<file path="config.mk">
export PLATFORM = sky130hd
export DESIGN_NAME = lift_scheduler
export DESIGN_NICKNAME = d
export VERILOG_FILES = /design/src/rtl/lift_scheduler.sv
export SDC_FILE = /design/constraint.sdc
export NUM_CORES = 1
export LEC_CHECK = 0
export BUFFER_PORTS_ARGS = -buffer_cell sky130_fd_sc_hd__buf_2
export CORE_ASPECT_RATIO = 1.1
export CORE_MARGIN = 3
export CORE_UTILIZATION = 45
export DETAILED_ROUTE_END_ITERATION = 12
export PLACE_DENSITY = 0.63
export REMOVE_ABC_BUFFERS = 1
export SYNTH_ARGS = -nofsm -noshare
export SYNTH_HDL_FRONTEND = slang
export SYNTH_SLANG_ARGS = --single-unit
</file>
<file path="constraint.sdc">
create_clock -name CLOCK_50 -period 3.7 [get_ports CLOCK_50]
set_clock_uncertainty 0.05 [all_clocks]
set_input_delay 0.74 -clock CLOCK_50 [delete_from_list [all_inputs] [get_ports CLOCK_50]]
set_output_delay 0.74 -clock CLOCK_50 [all_outputs]
set_load 0.02 [all_outputs]
</file>
<file path="src/rtl/lift_scheduler.sv">
// lift_scheduler: SCAN elevator controller, IDLE/MOVE/DOOR FSM, all outputs registered.
// Optional macro LIFT_DOOR_HOLD_EN: a call for the open-door floor re-arms the door timer.
module lift_scheduler #(
   parameter int FLOORS       = 9,
   parameter int TRAVEL_TICKS = 50000000,
   parameter int DOOR_TICKS   = 150000000
) (
   input  logic       CLOCK_50,
   input  logic       RESET,
   input  logic [8:0] SW,
   input  logic       REQ_VALID,
   output logic [3:0] FLOOR_CUR,
   output logic [3:0] FLOOR_TGT,
   output logic [8:0] PENDING,
   output logic [1:0] DIR,
   output logic       LED_G,
   output logic       LED_R
);
   localparam int TW = $clog2(TRAVEL_TICKS + 1);
   localparam int DW = $clog2(DOOR_TICKS + 1);
   localparam logic [1:0] DIR_STOP = 2'd0;
   localparam logic [1:0] DIR_UP   = 2'd1;
   localparam logic [1:0] DIR_DOWN = 2'd2;
   localparam logic [8:0] FLOOR_MASK = 9'((1 << FLOORS) - 1);

`ifdef LIFT_DOOR_HOLD_EN
   localparam bit HoldEn = 1'b1;
`else
   localparam bit HoldEn = 1'b0;
`endif

   typedef enum logic [1:0] {IDLE, MOVE, DOOR} state_t;

   state_t        state_q, state_d;
   logic [3:0]    floor_q, floor_d;
   logic [3:0]    tgt_q, tgt_d;
   logic [8:0]    pend_q, pend_d;
   logic [1:0]    dir_q, dir_d;
   logic          ledg_q, ledg_d;
   logic [TW-1:0] travel_q, travel_d;
   logic [DW-1:0] door_q, door_d;

   logic [8:0] above, below, newReq, served;
   logic [3:0] nextFloor;
   logic       doorHold;

   assign above     = pend_q & ~((9'd2 << floor_q) - 9'd1);
   assign below     = pend_q & ((9'd1 << floor_q) - 9'd1);
   assign nextFloor = (dir_q == DIR_DOWN) ? floor_q - 4'd1 : floor_q + 4'd1;

   // Target lags PENDING by one cycle: nearest pending floor strictly ahead in DIR.
   always_comb begin
      tgt_d = floor_q;
      if (dir_q == DIR_UP) begin
         for (int k = FLOORS - 1; k >= 0; k--)
            if (above[k]) tgt_d = 4'(k);
      end else if (dir_q == DIR_DOWN) begin
         for (int k = 0; k < FLOORS; k++)
            if (below[k]) tgt_d = 4'(k);
      end
   end

   always_comb begin
      state_d  = state_q;
      floor_d  = floor_q;
      dir_d    = dir_q;
      travel_d = travel_q;
      door_d   = door_q;
      served   = '0;
      doorHold = 1'b0;
      newReq   = REQ_VALID ? (SW & FLOOR_MASK) : '0;
      // A call for the floor whose door is open is never latched.
      if (state_q == DOOR && newReq[floor_q]) begin
         doorHold        = 1'b1;
         newReq[floor_q] = 1'b0;
      end
      case (state_q)
         IDLE: begin
            if (pend_q[floor_q]) begin
               state_d         = DOOR;
               served[floor_q] = 1'b1;
               door_d          = DW'(DOOR_TICKS);
            end else if (pend_q != '0) begin
               state_d  = MOVE;
               dir_d    = (above != '0) ? DIR_UP : DIR_DOWN;
               travel_d = TW'(TRAVEL_TICKS);
            end
         end
         MOVE: begin
            if (travel_q == TW'(1)) begin
               floor_d  = nextFloor;
               travel_d = TW'(TRAVEL_TICKS);
               if (pend_q[nextFloor]) begin
                  state_d           = DOOR;
                  served[nextFloor] = 1'b1;
                  door_d            = DW'(DOOR_TICKS);
               end
            end else begin
               travel_d = travel_q - TW'(1);
            end
         end
         DOOR: begin
            if (HoldEn && doorHold) begin
               door_d = DW'(DOOR_TICKS);
            end else if (door_q == DW'(1)) begin
               door_d   = '0;
               state_d  = MOVE;
               travel_d = TW'(TRAVEL_TICKS);
               if (dir_q == DIR_UP && above != '0)         dir_d = DIR_UP;
               else if (dir_q == DIR_DOWN && below != '0)  dir_d = DIR_DOWN;
               else if (above != '0)                       dir_d = DIR_UP;
               else if (below != '0)                       dir_d = DIR_DOWN;
               else begin
                  dir_d    = DIR_STOP;
                  state_d  = IDLE;
                  travel_d = '0;
               end
            end else begin
               door_d = door_q - DW'(1);
            end
         end
         default: state_d = IDLE;
      endcase
      pend_d = (pend_q | newReq) & ~served;
      ledg_d = (state_d == DOOR);
   end

   always_ff @(posedge CLOCK_50) begin
      if (RESET) begin
         state_q  <= IDLE;
         floor_q  <= '0;
         tgt_q    <= '0;
         pend_q   <= '0;
         dir_q    <= DIR_STOP;
         ledg_q   <= 1'b0;
         travel_q <= '0;
         door_q   <= '0;
      end else begin
         state_q  <= state_d;
         floor_q  <= floor_d;
         tgt_q    <= tgt_d;
         pend_q   <= pend_d;
         dir_q    <= dir_d;
         ledg_q   <= ledg_d;
         travel_q <= travel_d;
         door_q   <= door_d;
      end
   end

   assign FLOOR_CUR = floor_q;
   assign FLOOR_TGT = tgt_q;
   assign PENDING   = pend_q;
   assign DIR       = dir_q;
   assign LED_G     = ledg_q;
   assign LED_R     = ~ledg_q;

endmodule

</file>
==> impl.org, run 1 <==
** Status
- The flow ran to the end, and the final reports show no timing, DRC or antenna violations.

** Logic synthesis
- Among all flip-flop cells after synthesis, the most frequent one is sky130_fd_sc_hd__dfxtp_1.
- Netlist area before placement :: 0.005405 sq mm
- The largest total area in the synthesized netlist belongs to sky130_fd_sc_hd__dfxtp_1.
- Share of synthesized flip-flops with an asynchronous set or reset :: 0%
- After synthesis the netlist holds a flip-flop and latch count of 76.
- Post-synth top area share :: between 20% and 30%
- Number of distinct library cell variants in the gate-level netlist after synthesis :: 73
- Each instance of the synthesized netlist takes up on average 7.425 sq um.
- Post-synth EDFFs :: 0
- Number of synthesis warnings :: 0
- Post-synthesis sequential area ratio :: 28.15%
- Synthesis handed over a netlist of 728 instances.
- Yosys attributes the largest share of cell area to sky130_fd_sc_hd__dfxtp_1 28%, sky130_fd_sc_hd__a21oi_1 8.1%, sky130_fd_sc_hd__o21ai_0 6.3%, sky130_fd_sc_hd__nor2_1 4.9%, sky130_fd_sc_hd__ha_1 3.5%.

** Critical path
- Along the worst path, the maximum fanout reaches 22.
- Critical Setup Path Class :: register to register
- Among all stages on the critical path, the largest delay is contributed by sky130_fd_sc_hd__a21o_1.
- Cell type group with the largest total delay on the critical path :: compound AO/OA/AOI/OAI gates
- List of cells traversed by the critical path :: nor2b_1 -> ha_1 -> a21o_1 -> a21oi_1 -> xnor2_1 -> mux2_2 -> a21o_1 -> nand2_1 -> o41ai_1
- Kind of end point of the critical path :: register
- The worst register-to-register path begins at DIR[1]$_SDFFE_PP0P_.
- STA puts the critical path data required time at 3.88 ns.
- Worst path arrival time :: 3.52 ns
- CP startpoint kind :: register
- The number of buffers and inverters on the critical path is 0.
- Critical path depth in cells :: 9
- R2R cell count :: 9
- The largest single stage delay on the critical path is about 0.60 ns.
- Start point of the critical path :: DIR[1]$_SDFFE_PP0P_
- Most frequent CP cell :: sky130_fd_sc_hd__a21o_1

** Clock network
- Clock transition at path regs :: 0.06 ns
- In this run, post-CTS repair resized a total of 0 instances.
- At the later pin of the worst-skew pair, clock insertion delay measures about 0.34 ns.
- CTS built an H-tree with a depth of 3.
- Clock tree synthesis found a total of 76 sinks.
- TritonCTS created 9 clock buffers.
- No sink is reached through more buffers than the 2 on the longest clock path.
- After clock tree synthesis, the setup repair step added 0 buffers.
- The cell sitting at the root of the clock tree is a sky130_fd_sc_hd__clkbuf_16.
- Clock tree from TritonCTS :: done
- Post-cts hold buffer count :: 0

** Floorplan
- Num ports :: 33
- The die is between 100 and 150 um tall.
- From left edge to right edge, the die measures between 100 and 150 um.
- Overall die area :: 0.01336 sq mm
- For this configuration, the core starts out at a cell density of 46.62%.
- The floorplan has 41 rows.
- Placeable core area :: 0.01159 sq mm

** Hold path
- Number of stages on the worst hold path :: 2
- The startpoint identified for the worst hold timing path is door_q[27]$_SDFFE_PP0P_.
- Kind of path behind the tightest hold check :: register to register

** GRT
- Antenna violations before repair :: 0
- Across every metal layer, demand over resource in global routing totals 24.25%.
- Largest net degree at the start of global routing :: 32
- Global-route wire length before repair :: 27150 um
- Vias in the first global route :: 5617
- Global routing finished with a remaining overflow of 0.

** Drt
- Total wirelength of the detailed-routed design :: approximately 16000 um
- Using the TritonRoute via totals, the vias-per-cell ratio works out to 6.357.
- Residual DRC count :: 0
- The count of nets left with antenna violations once routing finished came out at 0.
- Via Count :: 5740
- In the final routed layout, each cell accounts on average for 18.15 um.
- Before antenna repair, the detailed router went through 6 iterations.
- The detailed router finished its first iteration with between 500 and 600 violations.

** Finish
- Fraction of layout cells with a size suffix above 1 :: 13.01%
- Post-layout nets :: 777
- The area growth from synthesis to layout is 12.64%.
- 0 antenna diodes ended up in the layout.

** Timing
- The tightest hold path in the finished design has a slack of approximately 0.42 ns.
- Unrepaired setup endpoints after global routing :: no
- Sum of negative setup slack :: 0 ns
- Achievable Freq :: 299.8 MHz
- In the post-route analysis, the smallest setup slack over all paths is 0.3640 ns.
- Setup violations remaining at the end of the flow were counted as 0.
- Max-Slew Margin vs Limit :: 50.21%
- Final max-slew violation count :: 0
- Final Hold Viols :: 0
- The worst path in the final design needs a cycle of roughly 3.3 ns, including I/O delays and setup.
- Transition at the pin with the smallest max-transition slack :: 0.7468 ns
- In the finished design, the share of the clock period the worst path needs comes to 90.16%.

** Pwr
- Peak supply drop :: 260.9 uV
- In this run the power density over the cells is 499.3 mW/mm^2.
- Static Leak :: 2.286 nW

** Place
- Routability-driven placement finished with a final weighted congestion of 0.9435.
- HPWL after detailed placement :: 11500 um
- At the placement stage, the worst setup path has a slack of approximately 0.27 ns.
- The count of buffers added on input and output ports is 32.

** Run
- Max-cap violations in this run came to 0.
## final timing paths
path | endpoint | slack [ns]
worst max-delay path | door_q[4]$_SDFFE_PP0P_ | 0.36
worst min-delay path | door_q[27]$_SDFFE_PP0P_ | 0.42
worst max register to register | door_q[4]$_SDFFE_PP0P_ | 0.36
worst min register to register | door_q[27]$_SDFFE_PP0P_ | 0.42
## metal layers
metal | vias up | GRT usage (%) | share of wire, % | wire length [um]
met5 | - | 0 | 0 | 0
met4 | 0 | 14.78 | 4.5 | 740
met3 | 56 | 4.040 | 5.9 | 974
met2 | 210 | 40.86 | 47 | 7746
met1 | 2712 | 28.96 | 42 | 6928
li1 | 2762 | - | - | -
## synth_stat cells, types with 14 or more instances
cell type                  count
sky130_fd_sc_hd__nand2_1      50
sky130_fd_sc_hd__a21oi_1      87
sky130_fd_sc_hd__o31ai_1      21
sky130_fd_sc_hd__dfxtp_1      76
sky130_fd_sc_hd__nand4_1      14
sky130_fd_sc_hd__o21ai_0      68
sky130_fd_sc_hd__nor3_1       31
sky130_fd_sc_hd__clkbuf_1     33
sky130_fd_sc_hd__nor4_1       14
sky130_fd_sc_hd__nand3_1      29
sky130_fd_sc_hd__ha_1         15
sky130_fd_sc_hd__nor2_1       70
sky130_fd_sc_hd__inv_1        26
## layout by cell type, fill, tap and decap left out, types with 26 or more instances in the layout
master / netlist / layout
sky130_fd_sc_hd__nor2_1: 70 / 70
sky130_fd_sc_hd__nand2_1: 50 / 50
sky130_fd_sc_hd__dfxtp_1: 76 / 76
sky130_fd_sc_hd__inv_1: 26 / 26
sky130_fd_sc_hd__buf_4: 2 / 27
sky130_fd_sc_hd__o21ai_0: 68 / 67
sky130_fd_sc_hd__a21oi_1: 87 / 87
sky130_fd_sc_hd__nand3_1: 29 / 29
sky130_fd_sc_hd__nor3_1: 31 / 31
sky130_fd_sc_hd__buf_2: 11 / 32
## final cells by class
cell class,count,area (sq um)
Clock inverter,4,72.57
Clock buffer,11,252.7
Timing Repair Buffer,59,362.8
Sequential cell,76,1521
Tap cell,150,187.7
Fill cell,1149,5505
Multi-Input combinational cell,576,3590
Inverter,27,101.3
## worst min-delay path, stage by stage, from the launching register on
cell	delay, ns
sky130_fd_sc_hd__dfxtp_1	0.31
sky130_fd_sc_hd__o31ai_1	0.06
sky130_fd_sc_hd__a21oi_1	0.05
## cell families (layout without fill, tap and decap cells)
kind of cell / after synthesis / count (layout) / share of synthesized area (%)
AO/OA/AOI/OAI: 261 / 261 / 30.63
XOR/XNOR: 8 / 8 / 1.296
adder cells (fa/ha/maj): 16 / 16 / 3.843
buffers and inverters: 76 / 101 / 5.671
flip-flops: 76 / 76 / 28.15
multiplexers: 13 / 13 / 3.380
AND/OR/NAND/NOR: 278 / 278 / 27.04
## stage by stage
step / instance area [sq um] / util [%] / total power, mW / cells
2_1_floorplan: 5200 / - / 1.756 / 679
3_3_place_gp: 5751 / 49.60 / 2.044 / 888
3_5_place_dp: 5751 / 49.60 / 2.072 / 888
4_1_cts: 6076 / 52.41 / 3.042 / 903
5_1_grt: 6088 / 52.51 / 3.210 / 903
6_report: 6088 / 52.51 / 3.040 / 903
## where the power goes
part | switching (mW) | internal (mW)
logic | 0.680 | 0.369
clock network | 0.348 | 0.623
registers | 0.114 | 0.907
total | 1.14 | 1.90
## state kept, by name, indices dropped and copies added (netlist names)
name and flops:
FLOOR_CUR 4, travel_q 26, DIR 2, state_q 2, PENDING 9, FLOOR_TGT 4, door_q 28, LED_G 1
(Power assumes the default switching activity.)
==> run 2: changes to the inputs <==
--- a/config.mk
+++ b/config.mk
@@ -12,6 +12,7 @@
 export DETAILED_ROUTE_END_ITERATION = 12
 export PLACE_DENSITY = 0.63
 export REMOVE_ABC_BUFFERS = 1
+export SETUP_SLACK_MARGIN = 0.4
 export SYNTH_ARGS = -nofsm -noshare
 export SYNTH_HDL_FRONTEND = slang
 export SYNTH_SLANG_ARGS = --single-unit
==> run 2 against run 1 <==
Effect of this change:
- maximum frequency grew 8.0%
- cell count rose by 0.22%
- final area is 0.90% higher
- highest routed layer unchanged
==> impl.org, run 2 (synthesized netlist as in run 1, its figures left out) <==
** Drt
- Remaining number of nets flagged by the antenna check after routing :: 0 (unchanged)
- The sum of routed wire length over all layers was 16550 um (+0.95%).
- Via Count :: 5772 (+0.56%)
- Residual DRC count :: 0 (unchanged)
- The mean routed wirelength per cell is 18.28 um (+0.72%).
- The number of search-and-repair iterations in the first detailed-routing pass was 5 (-1).
- The number of design-rule violations left by the first detailed-router iteration is 539 (-7.7%).
- Per-cell via count in the routed design :: 6.378 (+0.34%)

** Pwr
- The clock power share was 31.9% (about the same).
- The cell leakage power came to 2.312 nW (+1.1%).
- The overall power consumption is 3.048 mW (+0.28%).
- The cell internal power dissipation is 1.902 mW (+0.17%).
- The portion of total power attributed to sequential cells was 33.5% (about the same).
- Power density of the placed cells :: 496.2 mW/mm^2 (-0.62%)
- Net switching share of the total power :: 37.61% (+0.066 points)
- Peak supply drop :: 260.9 uV (about the same)
- Power share of the combinational group :: 34.6% (about the same)
- Switching power of the nets :: 1.147 mW (+0.46%)

** Clock network
- Root Buffer :: sky130_fd_sc_hd__clkbuf_16
- Insertion delay to the later sink of the worst-skew pair :: 0.34 ns (about the same)
- TritonCTS built the clock tree.
- The number of buffers created by CTS came to 9 (unchanged).
- The total clock sinks came to 76 (unchanged).
- Maximum clock insertion buffer count :: 2 (unchanged)
- The clock-pin slew reported for the worst setup and hold paths after clock tree synthesis was 0.06 ns (about the same).
- The H-tree depth came to 3 (unchanged).

** Finish
- Area taken by flip-flops and latches :: 0.001525 sq mm (+0.25%)
- The fraction of final layout cells sized beyond drive strength 1 came to 14.17% (+1.2 points).
- Post-layout nets :: 779 (+0.26%)
- The library cell used most frequently in the layout, excluding fill and tap cells, is sky130_fd_sc_hd__a21oi_1.
- door_q holds more flip-flops than any other register.
- The area of the multi-input gates was 0.003626 sq mm (+1.0%).
- Leading cell types in the layout, fill and taps excluded :: 87 x sky130_fd_sc_hd__a21oi_1, 73 x sky130_fd_sc_hd__dfxtp_1, 70 x sky130_fd_sc_hd__nor2_1
- The antenna cell count was 0 (unchanged).
- Relative to the synthesized area, the layout overhead comes to 13.66%.
- Fill cells :: 1144 (-0.44%)
- Largest register FFs :: 28 (unchanged)

** GRT
- Global-route wire length before repair :: 27170 um (about the same)
- The maximum number of pins on one net before global-route repair was 32 (unchanged).
- The via count of the first global-routing pass is 5610 (-0.12%).
- Antenna violations before repair :: 0 (unchanged)
- Overflow left after global routing :: 0 (unchanged)
- All-Layer GR Usage :: 24.26% (about the same)

** Timing
- The final critical-path required period came to 3.090 ns (-0.2462 ns).
- Unrepaired setup endpoints after global routing :: yes
- Transition at the pin with the smallest max-transition slack :: 0.7557 ns (+0.008877 ns)
- Max-Slew Margin vs Limit :: 49.62% (-0.59 points)
- Sum of negative setup slack :: 0 ns (unchanged)
- Final Hold Viols :: 0 (unchanged)
- Achievable Freq :: 323.7 MHz (+8.0%)
- Final-report setup violation count :: 0 (unchanged)
- Final max-slew violation count :: 0 (unchanged)
- Part of the cycle the worst path needs :: 83.51% (-6.7 points)

** Place
- Placer Congestion :: 0.9435 (unchanged)
- The total of buffers placed on input and output ports was 32 (unchanged).
- HPWL after detailed placement :: 11500 um (unchanged)

** Critical path
- Critical Setup Path Class :: register to register
- The worst-path maximum fanout came to 9 (-59%).
- Critical path data required time :: 3.92 ns (+0.04 ns)
- Worst path arrival time :: 3.31 ns (-0.21 ns)
- STA classifies the critical path startpoint as a register.
- Kind of end point of the critical path :: register
- R2R cell count :: 7 (-2)

** Status
- The run finished with clean final reports.

** Floorplan
- The initial core utilization was 46.62% (unchanged).
- Placeable core area :: 0.01159 sq mm (unchanged)
- The total die area came to 0.01336 sq mm (unchanged).
- Num ports :: 33 (unchanged)
- Chip width :: 110.5 um (unchanged)
- Standard-cell rows :: 41 (unchanged)
- The die boundary height was 120.9 um (unchanged).

** Hold path
- The number of cells on the worst hold path was 2 (unchanged).
- The min-delay analysis places its worst path in the category register to register.

** Run
- Max-cap violation count :: 0 (unchanged)
## run 2: power by group through the flow
stage / registers (mW) / clock network, mW / logic [mW]
global route: 1.03 / 1.02 / 1.16
detailed placement: 1.03 / 0 / 1.04
global placement: 1.03 / 0 / 1.01
finish: 1.02 / 0.972 / 1.06
floorplan: 1.03 / 0 / 0.726
CTS: 1.02 / 0.981 / 1.04
## run 2: final cells by class
| cell class | count | share of cell area [%] |
|---|---|---|
| clock inverters | 4 | 1.181 |
| multi-input cells | 576 | 59.02 |
| inverters | 27 | 1.650 |
| flip-flops and latches | 76 | 24.83 |
| repair buffers | 61 | 6.151 |
| well taps | 150 | 3.055 |
| clock buffers | 11 | 4.114 |
## run 2: what timing repair did
action	in CTS	in global routing
hold buffers	0	0
buffers inserted	0	2
hold endpoints to repair	0	0
endpoints found under the setup margin	19	33
resized for setup	2	10
pin swaps	0	1
## run 2: stage by stage
| step | cells | utilization [%] | cell area, sq um | hold slack, ns | worst slack, ns |
|---|---|---|---|---|---|
| floorplan | 679 | - | 5200 | 0.3876 | 0.1315 |
| global placement | 888 | 49.60 | 5751 | 0.4067 | 0.3200 |
| detailed placement | 888 | 49.60 | 5751 | 0.4103 | 0.2691 |
| CTS | 903 | 52.47 | 6083 | 0.4168 | 0.4062 |
| global route | 905 | 52.99 | 6143 | 0.4460 | 0.3609 |
| finish | 905 | 52.99 | 6143 | 0.4169 | 0.6103 |
## run 2: final timing paths
kind	slack, ns	startpoint	to
worst max register to register	0.61	travel_q[2]$_SDFFE_PP0P_	travel_q[20]$_SDFFE_PP0P_
worst min-delay path	0.42	door_q[27]$_SDFFE_PP0P_	door_q[27]$_SDFFE_PP0P_
worst max-delay path	0.61	travel_q[2]$_SDFFE_PP0P_	travel_q[20]$_SDFFE_PP0P_
worst min register to register	0.42	door_q[27]$_SDFFE_PP0P_	door_q[27]$_SDFFE_PP0P_
## run 2: layer usage
metal	vias up	track usage, %	wire length, um
met5	-	0	0
met4	0	14.47	679
met3	49	3.990	998
met2	242	41.16	7933
met1	2719	28.90	6933
li1	2762	-	-
## run 2: worst max-delay path: stages (launching register included)
cell and delay, ns:
sky130_fd_sc_hd__dfxtp_1 0.35, sky130_fd_sc_hd__nor3_2 0.49, sky130_fd_sc_hd__nand4b_1 0.32, sky130_fd_sc_hd__or4_1 0.58
sky130_fd_sc_hd__nor4_2 0.57, sky130_fd_sc_hd__a211oi_1 0.17, sky130_fd_sc_hd__a311o_1 0.35, sky130_fd_sc_hd__a21oi_1 0.14
==> run 3: changes to the inputs <==
--- a/config.mk
+++ b/config.mk
@@ -10,7 +10,7 @@
 export CORE_MARGIN = 3
 export CORE_UTILIZATION = 45
 export DETAILED_ROUTE_END_ITERATION = 12
-export PLACE_DENSITY = 0.63
+export PLACE_DENSITY = 0.65
 export REMOVE_ABC_BUFFERS = 1
 export SETUP_SLACK_MARGIN = 0.4
 export SYNTH_ARGS = -nofsm -noshare
==> constraint.sdc (replaced) <==
create_clock -name CLOCK_50 -period 2.5 [get_ports CLOCK_50]
set_clock_uncertainty 0.05 [all_clocks]
set_input_delay 0.5 -clock CLOCK_50 [delete_from_list [all_inputs] [get_ports CLOCK_50]]
set_output_delay 0.5 -clock CLOCK_50 [all_outputs]
set_load 0.02 [all_outputs]
==> run 3 against run 2 <==
Effect of this change:
- the flow now finishes with violations (setup timing)
- count of clock-buffer cells in the layout unchanged
- final area increased by 31%
- sequential power increased by 46%
- core utilization increased by 16 points
- via count increased by 14%
- routed wire length increased by 21%
- critical path depth increased by 3
- sequential share of layout area decreased by 5.7 points
- first-iteration DRC count increased by 31%
- hold slack got worse by 0.013 ns
- flip-flop and latch count unchanged
==> impl.org, run 3 (synthesized netlist as in run 1, its figures left out) <==
** Drt
- Remaining number of nets flagged by the antenna check after routing :: 0 (unchanged)
- The number of design-rule violations left by the first detailed-router iteration is 704 (+31%).
- The number of search-and-repair iterations in the first detailed-routing pass came to 5 (unchanged).
- The mean routed wirelength per cell was 19.21 um (+5.1%).
- Via Count :: 6554 (+14%)
- Per-cell via count in the routed design :: 6.314 (-1.0%)
- The detailed route wirelength on metal2 was 10060 um (+27%).
- Uppermost routed layer :: met4
- Total routed wire length on the met1 layer :: 7954 um (+15%)
- Residual DRC count :: 0 (unchanged)
- Met3 WL :: 1215 um (+22%)
- The sum of routed wire length over all layers is 19940 um (+21%).

** Pwr
- The clock power share came to 28.0% (-3.9 points).
- Static Leak :: 3.127 nW (+35%)
- The switching power of the nets was 2.124 mW (+85%).
- The cell internal power dissipation came to 3.285 mW (+73%).
- The overall power consumption was 5.409 mW (+77%).
- Power density of the placed cells :: 673.9 mW/mm^2 (+36%)
- The fraction of power spent switching nets is 39.27% (+1.7 points).
- Power share of the sequential group :: 27.5% (-6.0 points)
- Peak supply drop :: 575.4 uV (+120%)
- Power share of the combinational group :: 44.5% (+9.9 points)

** GRT
- Vias in the first global route :: 6308 (+12%)
- The first-pass GRT wire length came to 30570 um (+12%).
- The remaining global-route overflow is 0 (unchanged).
- The maximum number of pins on one net before global-route repair is 35 (+9.4%).
- The global router's overall resource usage was 27.64% (+3.4 points).
- Antenna violations before repair :: 0 (unchanged)

** Timing
- Achievable Freq :: 339.6 MHz (+4.9%)
- The count of endpoints failing setup in the final report was 71 (+71).
- Part of the cycle the worst path needs :: 117.8% (+34 points)
- Worst Setup Slack, final :: -0.4444 ns (-1.055 ns)
- Worst Hold Margin :: 0.4043 ns (-0.01260 ns)
- Max-Slew Margin vs Limit :: 64.12% (+14 points)
- Transition at the pin with the smallest max-transition slack :: 0.5333 ns (-0.2223 ns)
- Unrepaired setup endpoints after global routing :: yes
- The final number of hold-violating endpoints is 0 (unchanged).
- The final critical-path required period came to 2.944 ns (-0.1453 ns).
- Final max-slew violation count :: 0 (unchanged)

** Run
- The number of max-capacitance violations reported was 0 (unchanged).

** Critical path
- In this run the critical register-to-register path is launched from FLOOR_CUR[0]$_SDFFE_PP0P_.
- The path depth of the worst reg2reg path is 10 (+3).
- The count of buffering cells on the critical path with inverters included was 2 (+2).
- By startpoint and endpoint, the worst setup path is classified as register to register.
- Kind of end point of the critical path :: register
- In this run the critical register-to-register path is captured at LED_G$_SDFF_PP0_.
- The maximum single-stage delay on the critical path was 0.61 ns (+0.03 ns).
- The endpoint arrival time on the critical path came to 3.14 ns (-0.17 ns).
- Start point of the critical path :: FLOOR_CUR[0]$_SDFFE_PP0P_
- List of cells traversed by the critical path :: buf_6 -> fa_2 -> mux4_2 -> nand2_2 -> nand2_2 -> mux2_4 -> a21oi_4 -> buf_6 -> a221oi_4 -> and2_1
- The worst-path maximum fanout is 7 (-2).
- Reg2reg setup slack :: -0.44 ns (-1.05 ns)
- The path length in cells of the critical path is 10 (+3).
- The worst setup path is launched from a register.
- In this run the worst setup path terminates at LED_G$_SDFF_PP0_.
- In this design, the largest share of critical-path delay is due to multiplexers.
- The slowest stage of the critical path is the sky130_fd_sc_hd__fa_2 cell.
- Critical path data required time :: 2.70 ns (-1.22 ns)

** Finish
- Compared with the post-synthesis result, the final layout area differs by 48.47%.
- Commonest non-fill, non-tap cell in the layout :: sky130_fd_sc_hd__buf_4
- Post-layout nets :: 911 (+17%)
- Post-layout util :: 69.22% (+16 points)
- Cell area after layout :: 0.008025 sq mm (+31%)
- # diodes :: 0 (unchanged)
- The flip-flop count of the largest register after layout was 28 (unchanged).
- The register with the most flip-flops in the final layout is door_q.
- In the layout the commonest cells are 126 x sky130_fd_sc_hd__buf_4, 71 x sky130_fd_sc_hd__dfxtp_1, 61 x sky130_fd_sc_hd__nor2_1, 61 x sky130_fd_sc_hd__a21oi_1, 43 x sky130_fd_sc_hd__nand2_1.
- Fraction of layout cells with a size suffix above 1 :: 40.20% (+26 points)

** Clock network
- Maximum clock insertion buffer count :: 2 (unchanged)
- Number of buffers added by the clock tree synthesis step :: 9 (unchanged)
- H-tree lvl count :: 3 (unchanged)
- Clock transition at path regs :: 0.07 ns (about the same)
- The tree is rooted in a sky130_fd_sc_hd__clkbuf_16.
- Insertion delay to the later sink of the worst-skew pair :: 0.36 ns (+0.02 ns)
- TritonCTS built the clock tree.
- Number of clock sinks seen by CTS :: 76 (unchanged)

** Floorplan
- Standard-cell rows :: 41 (unchanged)
- The total die area is 0.01336 sq mm (unchanged).
- The width of the die was 110.5 um (unchanged).
- Height of the chip :: 120.9 um (unchanged)
- The number of I/O pins is 33 (unchanged).
- Initial cell density of the core :: 46.62% (unchanged)
- Placeable core area :: 0.01159 sq mm (unchanged)

** Place
- Cell area after placement :: 0.006519 sq mm (+13%)
- The final weighted congestion in routability-driven placement was 0.9434 (about the same).
- The total half-perimeter wirelength after legalization and detailed placement is 12550 um (+9.2%).
- Number of port buffers :: 32 (unchanged)
- The post-placement worst setup slack came to -0.4727 ns (-0.7418 ns).

** Hold path
- Kind of path behind the tightest hold check :: input port to register

** Status
- The run finished, with violations left.
- Failing checks :: setup timing
## run 3: worst register-to-register path: stages (launching register included)
cell and delay, ns:
sky130_fd_sc_hd__dfxtp_4 0.35, sky130_fd_sc_hd__buf_6 0.12, sky130_fd_sc_hd__fa_2 0.61, sky130_fd_sc_hd__mux4_2 0.54
sky130_fd_sc_hd__nand2_2 0.11, sky130_fd_sc_hd__nand2_2 0.06, sky130_fd_sc_hd__mux2_4 0.30, sky130_fd_sc_hd__a21oi_4 0.29
sky130_fd_sc_hd__buf_6 0.19, sky130_fd_sc_hd__a221oi_4 0.07, sky130_fd_sc_hd__and2_1 0.15
## run 3: power by group through the flow
| stage | Sequential, mW | Clock, mW | Combinational (mW) |
|---|---|---|---|
| 2_1_floorplan | 1.52 | 0 | 1.07 |
| 3_3_place_gp | 1.49 | 0 | 1.83 |
| 3_5_place_dp | 1.49 | 0 | 1.88 |
| 4_1_cts | 1.47 | 1.51 | 2.09 |
| 5_1_grt | 1.51 | 1.58 | 2.59 |
| 6_report | 1.49 | 1.51 | 2.40 |
## run 3: final cells by class
class	instances	area [sq um]
well taps	150	187.7
fillers	899	3568
clock inverters	5	83.83
repair buffers	193	1526
flip-flops and latches	76	1533
clock buffers	11	252.7
inverters	27	103.9
multi-input cells	576	4338
## run 3: how the worst min path moves through the flow
stage	start	end	slack [ns]	cells past startpoint
floorplan	door_q[14]$_SDFFE_PP0P_	door_q[14]$_SDFFE_PP0P_	0.39	2
global placement	door_q[27]$_SDFFE_PP0P_	door_q[27]$_SDFFE_PP0P_	0.41	2
detailed placement	door_q[27]$_SDFFE_PP0P_	door_q[27]$_SDFFE_PP0P_	0.41	2
CTS	SW[2]	PENDING[2]$_SDFF_PP0_	0.39	3
global route	SW[2]	PENDING[2]$_SDFF_PP0_	0.42	3
finish	SW[2]	PENDING[2]$_SDFF_PP0_	0.40	3
## run 3: timing repair
item,CTS,global route
resized for setup,123,109
endpoints found under the setup margin,76,76
pin swaps,60,63
setup buffers,19,11
hold buffers,0,0
gates cloned,4,1
## run 3: through the flow
step | std cells | setup TNS [ns]
after detailed placement | 987 | -19.82
after global routing | 1038 | -25.01
after floorplan | 679 | -54.55
after CTS | 1026 | -14.78
after global placement | 987 | -16.15
final | 1038 | -19.43
## run 3: metal layers
layer	up-vias	global-route usage [%]
met4	0	13.32
met5	-	0
met2	293	47.27
met3	74	4.938
li1	3044	-
met1	3143	33.64
